==> src/rtl/wallace_pkg.sv <==
// Shared widths and types for the Booth/Wallace PE datapath.
// Defaults describe the 8x8 radix-4 tree: 14-bit sum and 12-bit carry vectors.
// The carry vector is offset by CS1_SHIFT bit positions.
package wallace_pkg;

  localparam int CS0_W     = 14;
  localparam int CS1_W     = 12;
  localparam int CS1_SHIFT = 3;
  localparam int PROD_W    = 16;
  localparam int ACC_W     = 32;

  typedef logic signed [PROD_W-1:0] prod_t;
  typedef logic signed [ACC_W-1:0]  acc_t;

  // Clamp limits for the default accumulator width.
  localparam acc_t SAT_MAX = {1'b0, {(ACC_W-1){1'b1}}};
  localparam acc_t SAT_MIN = {1'b1, {(ACC_W-1){1'b0}}};

endpackage

==> src/rtl/wallace_mac_accum_cs_resolve.sv <==
// cs_resolve: carry-propagate add of the tree's sum/carry vectors into a PROD_W product.
// Latency: combinational; the top registers the result in S1.
// Backpressure: none, pure function of its inputs.
module cs_resolve
  import wallace_pkg::*;
#(
  parameter int CS0_W     = wallace_pkg::CS0_W,
  parameter int CS1_W     = wallace_pkg::CS1_W,
  parameter int CS1_SHIFT = wallace_pkg::CS1_SHIFT,
  parameter int PROD_W    = wallace_pkg::PROD_W
) (
  input  logic [CS0_W-1:0]  cs0,
  input  logic [CS1_W-1:0]  cs1,
  output logic [PROD_W-1:0] prod
);

  logic [PROD_W-1:0] ext0;
  logic [PROD_W-1:0] ext1;

  // Both tree vectors are two's complement with their MSB as sign, so they
  // are sign-extended before the add; the sum wraps mod 2^PROD_W.
  always_comb begin
    ext0 = PROD_W'($signed(cs0));
    ext1 = PROD_W'($signed(cs1)) << CS1_SHIFT;
    prod = ext0 + ext1;
  end

endmodule

==> src/rtl/wallace_mac_accum.sv <==
// wallace_mac_accum: resolves the tree's carry-save pair and accumulates signed dot products.
// Latency: an accepted last pair shows res_valid two cycles later; one pair per cycle otherwise.
// Backpressure: a last pair waits in S1 while the one-entry result buffer is full; in_ready drops.
// Optional macro SATURATE_EN: clamp the accumulator on signed overflow instead of wrapping.
module wallace_mac_accum
  import wallace_pkg::*;
#(
  parameter int CS0_W     = wallace_pkg::CS0_W,
  parameter int CS1_W     = wallace_pkg::CS1_W,
  parameter int CS1_SHIFT = wallace_pkg::CS1_SHIFT,
  parameter int PROD_W    = wallace_pkg::PROD_W,
  parameter int ACC_W     = wallace_pkg::ACC_W
) (
  input  logic              clk,
  input  logic              rst,
  input  logic              in_valid,
  output logic              in_ready,
  input  logic              in_first,
  input  logic              in_last,
  input  logic [CS0_W-1:0]  cs0,
  input  logic [CS1_W-1:0]  cs1,
  output logic              res_valid,
  input  logic              res_ready,
  output logic [ACC_W-1:0]  res_data,
  output logic              res_ovf
);

  localparam logic signed [ACC_W-1:0] ACC_MAX = {1'b0, {(ACC_W-1){1'b1}}};
  localparam logic signed [ACC_W-1:0] ACC_MIN = {1'b1, {(ACC_W-1){1'b0}}};

  logic [PROD_W-1:0]        cs_prod;
  logic                     live;

  logic                     s1_valid;
  logic                     s1_first;
  logic                     s1_last;
  logic [PROD_W-1:0]        s1_prod;

  logic signed [ACC_W-1:0]  acc;
  logic                     sticky;

  logic signed [ACC_W-1:0]  prod_ext;
  logic signed [ACC_W-1:0]  base;
  logic signed [ACC_W:0]    sum_wide;
  logic signed [ACC_W-1:0]  acc_nxt;
  logic                     add_ovf;
  logic                     sticky_nxt;
  logic                     s2_stall;
  logic                     s2_fire;

  cs_resolve #(
    .CS0_W    (CS0_W),
    .CS1_W    (CS1_W),
    .CS1_SHIFT(CS1_SHIFT),
    .PROD_W   (PROD_W)
  ) u_cs_resolve (
    .cs0 (cs0),
    .cs1 (cs1),
    .prod(cs_prod)
  );

  // A last pair may only leave S1 if the result buffer is empty or draining now.
  always_comb begin
    s2_stall = s1_valid & s1_last & res_valid & ~res_ready;
    s2_fire  = s1_valid & ~s2_stall;
    in_ready = live & ~s2_stall;
  end

  // Accumulate with one guard bit; overflow shows as a mismatch of the top two
  // bits. A first pair adds to zero and therefore can never overflow.
  always_comb begin
    prod_ext   = ACC_W'($signed(s1_prod));
    base       = s1_first ? '0 : acc;
    sum_wide   = {base[ACC_W-1], base} + {prod_ext[ACC_W-1], prod_ext};
    add_ovf    = sum_wide[ACC_W] ^ sum_wide[ACC_W-1];
    sticky_nxt = (~s1_first & sticky) | add_ovf;
`ifdef SATURATE_EN
    // Once clamped, the accumulator holds its limit until the next first pair.
    if (~s1_first & sticky) begin
      acc_nxt = acc;
    end else if (add_ovf) begin
      acc_nxt = sum_wide[ACC_W] ? ACC_MIN : ACC_MAX;
    end else begin
      acc_nxt = sum_wide[ACC_W-1:0];
    end
`else
    acc_nxt = sum_wide[ACC_W-1:0];
`endif
  end

  // Input acceptance opens one cycle after reset release.
  always_ff @(posedge clk or posedge rst) begin
    if (rst) begin
      live <= 1'b0;
    end else begin
      live <= 1'b1;
    end
  end

  // S1: capture the resolved product; hold it while S2 is stalled.
  always_ff @(posedge clk or posedge rst) begin
    if (rst) begin
      s1_valid <= 1'b0;
      s1_first <= 1'b0;
      s1_last  <= 1'b0;
      s1_prod  <= '0;
    end else if (in_ready) begin
      s1_valid <= in_valid;
      s1_first <= in_first;
      s1_last  <= in_last;
      s1_prod  <= cs_prod;
    end
  end

  // S2: accumulator and sticky overflow flag for the current dot product.
  always_ff @(posedge clk or posedge rst) begin
    if (rst) begin
      acc    <= '0;
      sticky <= 1'b0;
    end else if (s2_fire) begin
      acc    <= acc_nxt;
      sticky <= sticky_nxt;
    end
  end

  // Result buffer: a finishing pair loads it (even while the old entry
  // retires this cycle); otherwise the consumer empties it.
  always_ff @(posedge clk or posedge rst) begin
    if (rst) begin
      res_valid <= 1'b0;
      res_data  <= '0;
      res_ovf   <= 1'b0;
    end else if (s2_fire & s1_last) begin
      res_valid <= 1'b1;
      res_data  <= acc_nxt;
      res_ovf   <= sticky_nxt;
    end else if (res_ready) begin
      res_valid <= 1'b0;
    end
  end

endmodule
==> config.mk <==
export PLATFORM = sky130hd
export DESIGN_NAME = wallace_mac_accum
export DESIGN_NICKNAME = d
export VERILOG_FILES = /design/src/rtl/wallace_pkg.sv /design/src/rtl/wallace_mac_accum_cs_resolve.sv /design/src/rtl/wallace_mac_accum.sv
export SDC_FILE = /design/constraint.sdc
export NUM_CORES = 1
export LEC_CHECK = 0
export CAP_MARGIN = 30
export CORE_MARGIN = 4
export CORE_UTILIZATION = 47
export DETAILED_ROUTE_END_ITERATION = 12
export GPL_ROUTABILITY_DRIVEN = 0
export PLACE_DENSITY = 0.69
export SLEW_MARGIN = 20
export SYNTH_ARGS = -nofsm -noshare
export SYNTH_HDL_FRONTEND = slang
export SYNTH_SLANG_ARGS = --single-unit
==> constraint.sdc <==
create_clock -name clk -period 4 [get_ports clk]
set_input_delay 0.4 -clock clk [delete_from_list [all_inputs] [get_ports clk]]
set_output_delay 0.4 -clock clk [all_outputs]
set_load 0.005 [all_outputs]
==> results of run 1 <==
-- sequential cells by signal, summed over array words and instances, names as in the netlist --
register / cells
s1_first: 1
res_ovf: 1
s1_valid: 1
s1_prod: 16
live: 1
sticky: 1
res_data: 32
s1_last: 1
acc: 32
res_valid: 1
-- path summary, 6_finish.rpt --
check	from	cells past startpoint	to
hold reg to reg	res_data[3]	2	res_data[3]
max in group asynchronous	rst	3	res_data[24]
setup / recovery	s1_first	11	res_data[28]
hold / removal	rst	2	res_valid
setup reg to reg	s1_first	11	res_data[28]
min in group clk	res_data[3]	2	res_data[3]
-- critical path, cell delays in order, from the launching register on --
cell	delay, ps
sky130_fd_sc_hd__dfrtp_1	470
sky130_fd_sc_hd__nor2b_1	80
sky130_fd_sc_hd__ha_1	240
sky130_fd_sc_hd__fa_1	430
sky130_fd_sc_hd__a211oi_1	360
sky130_fd_sc_hd__o211ai_1	230
sky130_fd_sc_hd__a21oi_2	260
sky130_fd_sc_hd__a31oi_2	200
sky130_fd_sc_hd__a31oi_4	220
sky130_fd_sc_hd__o21ai_1	100
sky130_fd_sc_hd__xor2_1	170
sky130_fd_sc_hd__mux2_2	280
-- cell type report --
| class | instances | area, µm² | share of cell area |
|---|---|---|---|
| Clock buffer | 11 | 252.7 | 0.03757 |
| Clock inverter | 5 | 41.29 | 0.006138 |
| Inverter | 15 | 57.56 | 0.008557 |
| Multi-Input combinational cell | 489 | 3298 | 0.4903 |
| Sequential cell | 87 | 2177 | 0.3237 |
| Tap cell | 143 | 178.9 | 0.02660 |
| Timing Repair Buffer | 74 | 720.7 | 0.1071 |
-- cell families (layout without fill, tap and decap cells) --
kind of cell               Yosys count  after routing  synth area share
adders and majority gates           46             46            0.1046
muxes                               34             34           0.06779
buffers and inverters               40            105           0.03168
AOI/OAI and AO/OA                  149            149            0.1717
xor gates and xnor gates            38             38           0.05893
other                                1              1         0.0006640
DFF                                 87             87            0.3855
and+or+nand+nor                    221            221            0.1792
-- cell usage after synthesis (all sizes together) (2+ instances only) --
cell       n
inv       15
nand4      4
nor2      13
clkbuf    21
nand3      9
a31o       2
and3       4
dfrtp     87
fa         2
a31oi      7
a211oi     3
nand2b     5
xnor2     18
or2        3
nor3       8
a2111oi    3
nor2b     38
buf        4
o31ai      2
nor3b      5
o21a       3
o21ai     55
a21oi     40
a21o      19
xor2      20
nand2    130
o211ai     5
ha        44
mux2      34
-- per-layer routing --
layer	vias up	wire length [µm]	global-route usage
met2	97	6714	0.3521
met1	2195	5523	0.2231
met3	23	421	0.04277
met5	-	0	0
met4	0	257	0.05788
li1	2253	-	-
-- stage by stage --
stage	instance area, µm²	utilization	setup WS, ps	hold WS, ps
final	6726	0.5792	856.9	318.6
after global routing	6726	0.5792	610.8	345.4
after CTS	6726	0.5792	871.9	329.7
after detailed placement	6432	0.5539	906.6	465.3
after global placement	6432	0.5539	1081	462.9
after floorplan	5648	-	1031	442.2
-- power by group --
part	internal [W]	switching [W]	total (W)
clock	0.000459	0.000355	0.000814
combinational	0.00107	0.00111	0.00218
sequential	0.00124	0.000202	0.00144
==> flow_summary.rst, run 1 <==
.. list-table::
   :header-rows: 1

   * - Metric
     - Value
   * - Wire length of the first global-routing pass
     - 22330 µm
   * - Synth warn
     - 0
   * - Effective utilization at floorplan
     - 0.4863
   * - Crit path arrival time
     - 3370 ps
   * - Area of the mapped netlist
     - 0.005648 mm²
   * - Register bit total from synthesis
     - 87
   * - Aggregate global routing overflow
     - 0
   * - Number of placed cells counting well taps
     - 808
   * - EDFF count, synth
     - 0
   * - Number of search-and-repair iterations in the first detailed-routing pass
     - 4
   * - Transition time of the tightest slew-check pin
     - 806.0 ps
   * - Number of buffers created by CTS
     - 9
   * - Most common cell after layout, fill and taps aside
     - sky130_fd_sc_hd__nand2_1
   * - Synthesized netlist net count
     - 694
   * - Most used flip-flop cell after synthesis
     - sky130_fd_sc_hd__dfrtp_1
   * - Maximum operating frequency
     - 318.2 MHz
   * - Status
     - complete, no violations
   * - Clock Tree Root
     - sky130_fd_sc_hd__clkbuf_16
   * - Number of inserted diodes
     - 0
   * - Area inside the core boundary
     - 0.01161 mm²
   * - Final critical-path share of the clock period
     - 0.7858
   * - Register area share after synthesis
     - 0.3855
   * - Count of final hold-check violations
     - 0
   * - DRC violation count after routing
     - 0
   * - Worst supply voltage drop on vdd
     - 0.0003300 V
   * - DP Wirelength
     - 9822 µm
   * - Routed wire per std cell
     - 15.67 µm
   * - Iteration-0 DRC count of the detailed router
     - 269
   * - Post-Layout Cell Count
     - 824
   * - Overall routed net length
     - 12920 µm
   * - Fill cell count
     - 1096
   * - Clock-pin slew of the registers on the worst-case setup and hold paths
     - 70 ps
   * - Worst setup EP type
     - flop
   * - Buffer levels on the longest clock path
     - 2
   * - Area share of the largest cell type after synthesis
     - 0.3855
   * - Number of standard-cell rows in the floorplan
     - 39
   * - Fin. max-slew vios
     - 0
   * - CTS tree
     - built
   * - Cells after Synth
     - 616
   * - Synth-to-layout area growth
     - 19.10%
   * - Startpoint types
     - flop
   * - Final Skew
     - 6.970 ps
   * - ANT nets after route
     - 0
   * - Setup slack of the most critical reg-to-reg path
     - 860 ps
   * - Antenna violations before repair
     - 0
   * - Overall via count from detail_route
     - 4568
   * - Count of final setup violators
     - 0
   * - Overall power after layout
     - 0.004431 W
   * - Biggest fanout along the worst timing path
     - 8
   * - Area enclosed by the die boundary
     - 0.01383 mm²
   * - Hold-fix buffer count after cts
     - 0
   * - Critical path required time
     - 4230 ps
   * - Post-Syn Area per Cell
     - 9.169 µm²
   * - Post-layout min period
     - 3143 ps
   * - Number of buffers added on ports
     - 66
   * - Total clock sinks
     - 87
   * - Layout cell share with drive strength beyond 1
     - 0.1175
   * - Worst slew margin relative to its limit
     - 0.4602
   * - Insertion delay of the later-clocked pin in the worst-skew pair
     - 340 ps
   * - Count of buffers added by post-CTS timing repair for setup
     - 0
   * - Leakage
     - 3.125 nW
   * - Gates resized, CTS repair
     - 0
   * - Most frequent cells in the layout
     - 130 x sky130_fd_sc_hd__nand2_1, 87 x sky130_fd_sc_hd__dfrtp_1, 66 x sky130_fd_sc_hd__clkdlybuf4s50_1, 49 x sky130_fd_sc_hd__o21ai_0, 44 x sky130_fd_sc_hd__ha_1
   * - Critical path class
     - reg -> reg
   * - Die Ht
     - 117.6 µm
   * - Worst min path class
     - in -> async
   * - Power per Cell Area
     - 658.8 mW/mm²
   * - Total of max-cap violations
     - 0
   * - I/O pins
     - 67
   * - Total Nets Final
     - 754
   * - CTS HTree Levels
     - 3
   * - Ranking of synthesized cells by area
     - sky130_fd_sc_hd__dfrtp_1 39%, sky130_fd_sc_hd__ha_1 9.7%, sky130_fd_sc_hd__nand2_1 8.6%
   * - Async set or reset register ratio after synthesis
     - 1.000
   * - Drt via density
     - 5.544
   * - Unrepaired setup endpoints after global routing
     - false
   * - Setup tns final
     - 0 ps
   * - Yosys top cell by area
     - sky130_fd_sc_hd__dfrtp_1
   * - Synth unique cells
     - 56
   * - Pin count of the biggest net entering global routing
     - 40
   * - Die width
     - 117.6 µm
   * - Number of global-route vias before repair
     - 4854
   * - Global-route usage over all layers
     - 0.1921
Note: power is estimated with default switching activity, not from simulation.
==> run 2: changes to the inputs <==
PLACE_DENSITY = 0.72   (was 0.69)
clock period = 2.8 ns   (was 4 ns; I/O delays follow)
==> flow_summary.rst, run 2 (same netlist as run 1, synthesis figures left out) <==
.. list-table::
   :header-rows: 1

   * - Metric
     - Value
   * - Status
     - complete, no violations
   * - Overall via count from detail_route
     - 4748 (+3.9%)
   * - Post-Layout Cell Count
     - 859 (+4.2%)
   * - Worst min path class
     - in -> async
   * - Share of total power in the clock network
     - 0.177 (-0.007)
   * - Area inside the core boundary
     - 0.01161 mm² (unchanged)
   * - Post-layout min period
     - 2767 ps (-376.0 ps)
   * - Startpoint types
     - flop
   * - Clock-pin slew of the registers on the worst-case setup and hold paths
     - 70 ps (about the same)
   * - Number of standard-cell rows in the floorplan
     - 39 (unchanged)
   * - Iteration-0 DRC count of the detailed router
     - 268 (-0.37%)
   * - Total Nets Final
     - 789 (+4.6%)
   * - DP Wirelength
     - 9713 µm (-1.1%)
   * - Critical path required time
     - 3060 ps (-1170 ps)
   * - Met1 track demand over resource
     - 0.2297 (+0.006552)
   * - Worst slew margin relative to its limit
     - 0.5593 (+0.09906)
   * - Wire length of the first global-routing pass
     - 21640 µm (-3.1%)
   * - Fill cell count
     - 958 (-13%)
   * - Total of max-cap violations
     - 0 (unchanged)
   * - Worst supply voltage drop on vdd
     - 0.0003609 V (+9.4%)
   * - Number of search-and-repair iterations in the first detailed-routing pass
     - 6 (+2)
   * - Setup tns final
     - 0 ps (unchanged)
   * - Routed wire per std cell
     - 15.97 µm (+1.9%)
   * - Layout cell share with drive strength beyond 1
     - 0.2221 (+0.1046)
   * - Total clock sinks
     - 87 (unchanged)
   * - R2R Path Start
     - s1_first
   * - Fin Hold WS
     - 343.1 ps (+24.54 ps)
   * - Worst setup EP type
     - flop
   * - Util after Layout
     - 0.6320 (+0.05279)
   * - Area enclosed by the die boundary
     - 0.01383 mm² (unchanged)
   * - Buffer levels on the longest clock path
     - 2 (unchanged)
   * - Drt via density
     - 5.527 (-0.29%)
   * - Antenna violations before repair
     - 0 (unchanged)
   * - Sequential power share
     - 0.296 (-0.028)
   * - Unrepaired setup endpoints after global routing
     - true
   * - Aggregate global routing overflow
     - 0 (unchanged)
   * - Number of inserted diodes
     - 0 (unchanged)
   * - Count of final hold-check violations
     - 0 (unchanged)
   * - Most common cell after layout, fill and taps aside
     - sky130_fd_sc_hd__nand2_1
   * - Critical path, cell by cell
     - buf_12, buf_4, nor2b_1, ha_1, and3_2, nand2_1, nor3b_2, a22o_1, a21oi_4, xor2_2, a31oi_1
   * - Number of buffers added on ports
     - 66 (unchanged)
   * - Critical-path cell with the highest stage delay
     - sky130_fd_sc_hd__dfrtp_2
   * - CTS HTree Levels
     - 3 (unchanged)
   * - Clock Tree Root
     - sky130_fd_sc_hd__clkbuf_16
   * - DRC violation count after routing
     - 0 (unchanged)
   * - ANT nets after route
     - 0 (unchanged)
   * - Depth of the worst register-to-register path
     - 11 (unchanged)
   * - Setup slack of the most critical reg-to-reg path
     - 30 ps (-820 ps)
   * - Largest regs
     - acc (32), res_data (32), s1_prod (16)
   * - Number of global-route vias before repair
     - 4642 (-4.4%)
   * - Crit path arrival time
     - 3030 ps (-340 ps)
   * - Switching part of the total power
     - 0.3702 (-0.005010)
   * - Synth-to-layout area growth
     - 29.95%
   * - Transition time of the tightest slew-check pin
     - 658.1 ps (-147.9 ps)
   * - Number of buffers created by CTS
     - 9 (unchanged)
   * - Effective utilization at floorplan
     - 0.4863 (unchanged)
   * - Final Skew
     - 6.738 ps (-0.2322 ps)
   * - I/O pins
     - 67 (unchanged)
   * - Reported net switching power
     - 0.002563 W (+54%)
   * - Critical register-to-register path endpoint
     - res_ovf
   * - Overall routed net length
     - 13720 µm (+6.2%)
   * - Die width
     - 117.6 µm (unchanged)
   * - Share of power burned in combinational logic
     - 0.527 (+0.035)
   * - Worst Setup Slack, final
     - 32.90 ps (-824.0 ps)
   * - Global-route usage over all layers
     - 0.1859 (-0.006236)
   * - CTS tree
     - built
   * - Internal portion of total power
     - 0.004361 W (+58%)
   * - Met3 Track Usage GR
     - 0.03556 (-0.007208)
   * - Die Ht
     - 117.6 µm (unchanged)
   * - Most Used Layer, Global Route
     - met2
   * - Critical path class
     - reg -> reg
   * - Max incr delay on CP
     - 480 ps (about the same)
   * - Final critical-path share of the clock period
     - 0.9882 (+0.2025)
   * - Most frequent cells in the layout
     - 129 x sky130_fd_sc_hd__nand2_1, 86 x sky130_fd_sc_hd__dfrtp_1, 66 x sky130_fd_sc_hd__clkdlybuf4s50_1, 42 x sky130_fd_sc_hd__o21ai_0, 38 x sky130_fd_sc_hd__buf_4
   * - Fin. max-slew vios
     - 0 (unchanged)
   * - Leakage
     - 3.360 nW (+7.5%)
   * - Met2 Use GR
     - 0.3281 (-0.02407)
   * - Biggest fanout along the worst timing path
     - 9 (+1)
   * - Power per Cell Area
     - 943.3 mW/mm² (+43%)
   * - Count of final setup violators
     - 0 (unchanged)
   * - Pin count of the biggest net entering global routing
     - 88 (+120%)
   * - Number of placed cells counting well taps
     - 830 (+2.7%)
   * - Maximum operating frequency
     - 361.4 MHz (+14%)
   * - Insertion delay of the later-clocked pin in the worst-skew pair
     - 340 ps (about the same)
   * - Worst slack at placement
     - -11.03 ps (-917.6 ps)
[run 2: how the worst max path moves through the flow]
stage / depth (start not counted) / end / slack (ps) / start
after CTS: 11 / res_data[31] / 10 / s1_first
after global placement: 11 / res_data[31] / 90 / s1_first
after floorplan: 12 / res_data[28] / 40 / s1_first
final: 11 / res_ovf / 30 / s1_first
after detailed placement: 12 / s1_prod[15] / -10 / cs0[3]
after global routing: 11 / res_ovf / -110 / s1_first
[run 2: routing by layer]
layer  share of wire  vias up
li1                -     2327
met5               0        -
met2            0.50      123
met4           0.018        0
met3           0.040       20
met1            0.45     2278
[run 2: cell type report]
type                            count  area (µm²)  area share
Multi-Input combinational cell    489        3562      0.4853
Sequential cell                    87        2178      0.2968
Timing Repair Buffer              109        1056      0.1439
Clock buffer                       10       239.0     0.03256
Tap cell                          143       178.9     0.02438
Clock inverter                      6       67.56    0.009206
Inverter                           15       57.56    0.007842
[run 2: through the flow]
| step | total power, W | area, µm² |
|---|---|---|
| 6_report | 0.006924 | 7340 |
| 5_1_grt | 0.007415 | 7340 |
| 4_1_cts | 0.006593 | 6958 |
| 3_5_place_dp | 0.005325 | 6651 |
| 3_3_place_gp | 0.005224 | 6651 |
| 2_1_floorplan | 0.004137 | 5668 |
[run 2: power by group through the flow]
| stage | combinational [W] | clock (W) | sequential (W) |
|---|---|---|---|
| final | 0.00365 | 0.00123 | 0.00205 |
| after global routing | 0.00400 | 0.00130 | 0.00211 |
| after CTS | 0.00330 | 0.00125 | 0.00204 |
| after detailed placement | 0.00327 | 0 | 0.00205 |
| after global placement | 0.00319 | 0 | 0.00204 |
| after floorplan | 0.00213 | 0 | 0.00201 |
[run 2: timing repair]
action                     CTS  global route
setup buffers                0            11
setup endpoints to repair    0            22
hold buffers                 0             0
hold endpoints to repair     0             0
resized for setup            0            62
[run 2: critical path, delay by kind of cell (launching register included)]
kind	cells	cell delay (ps)
simple gates	4	750
flops	1	480
compound gates	3	470
fa+ha+maj	1	450
buf+inv	2	330
xor+xnor	1	190
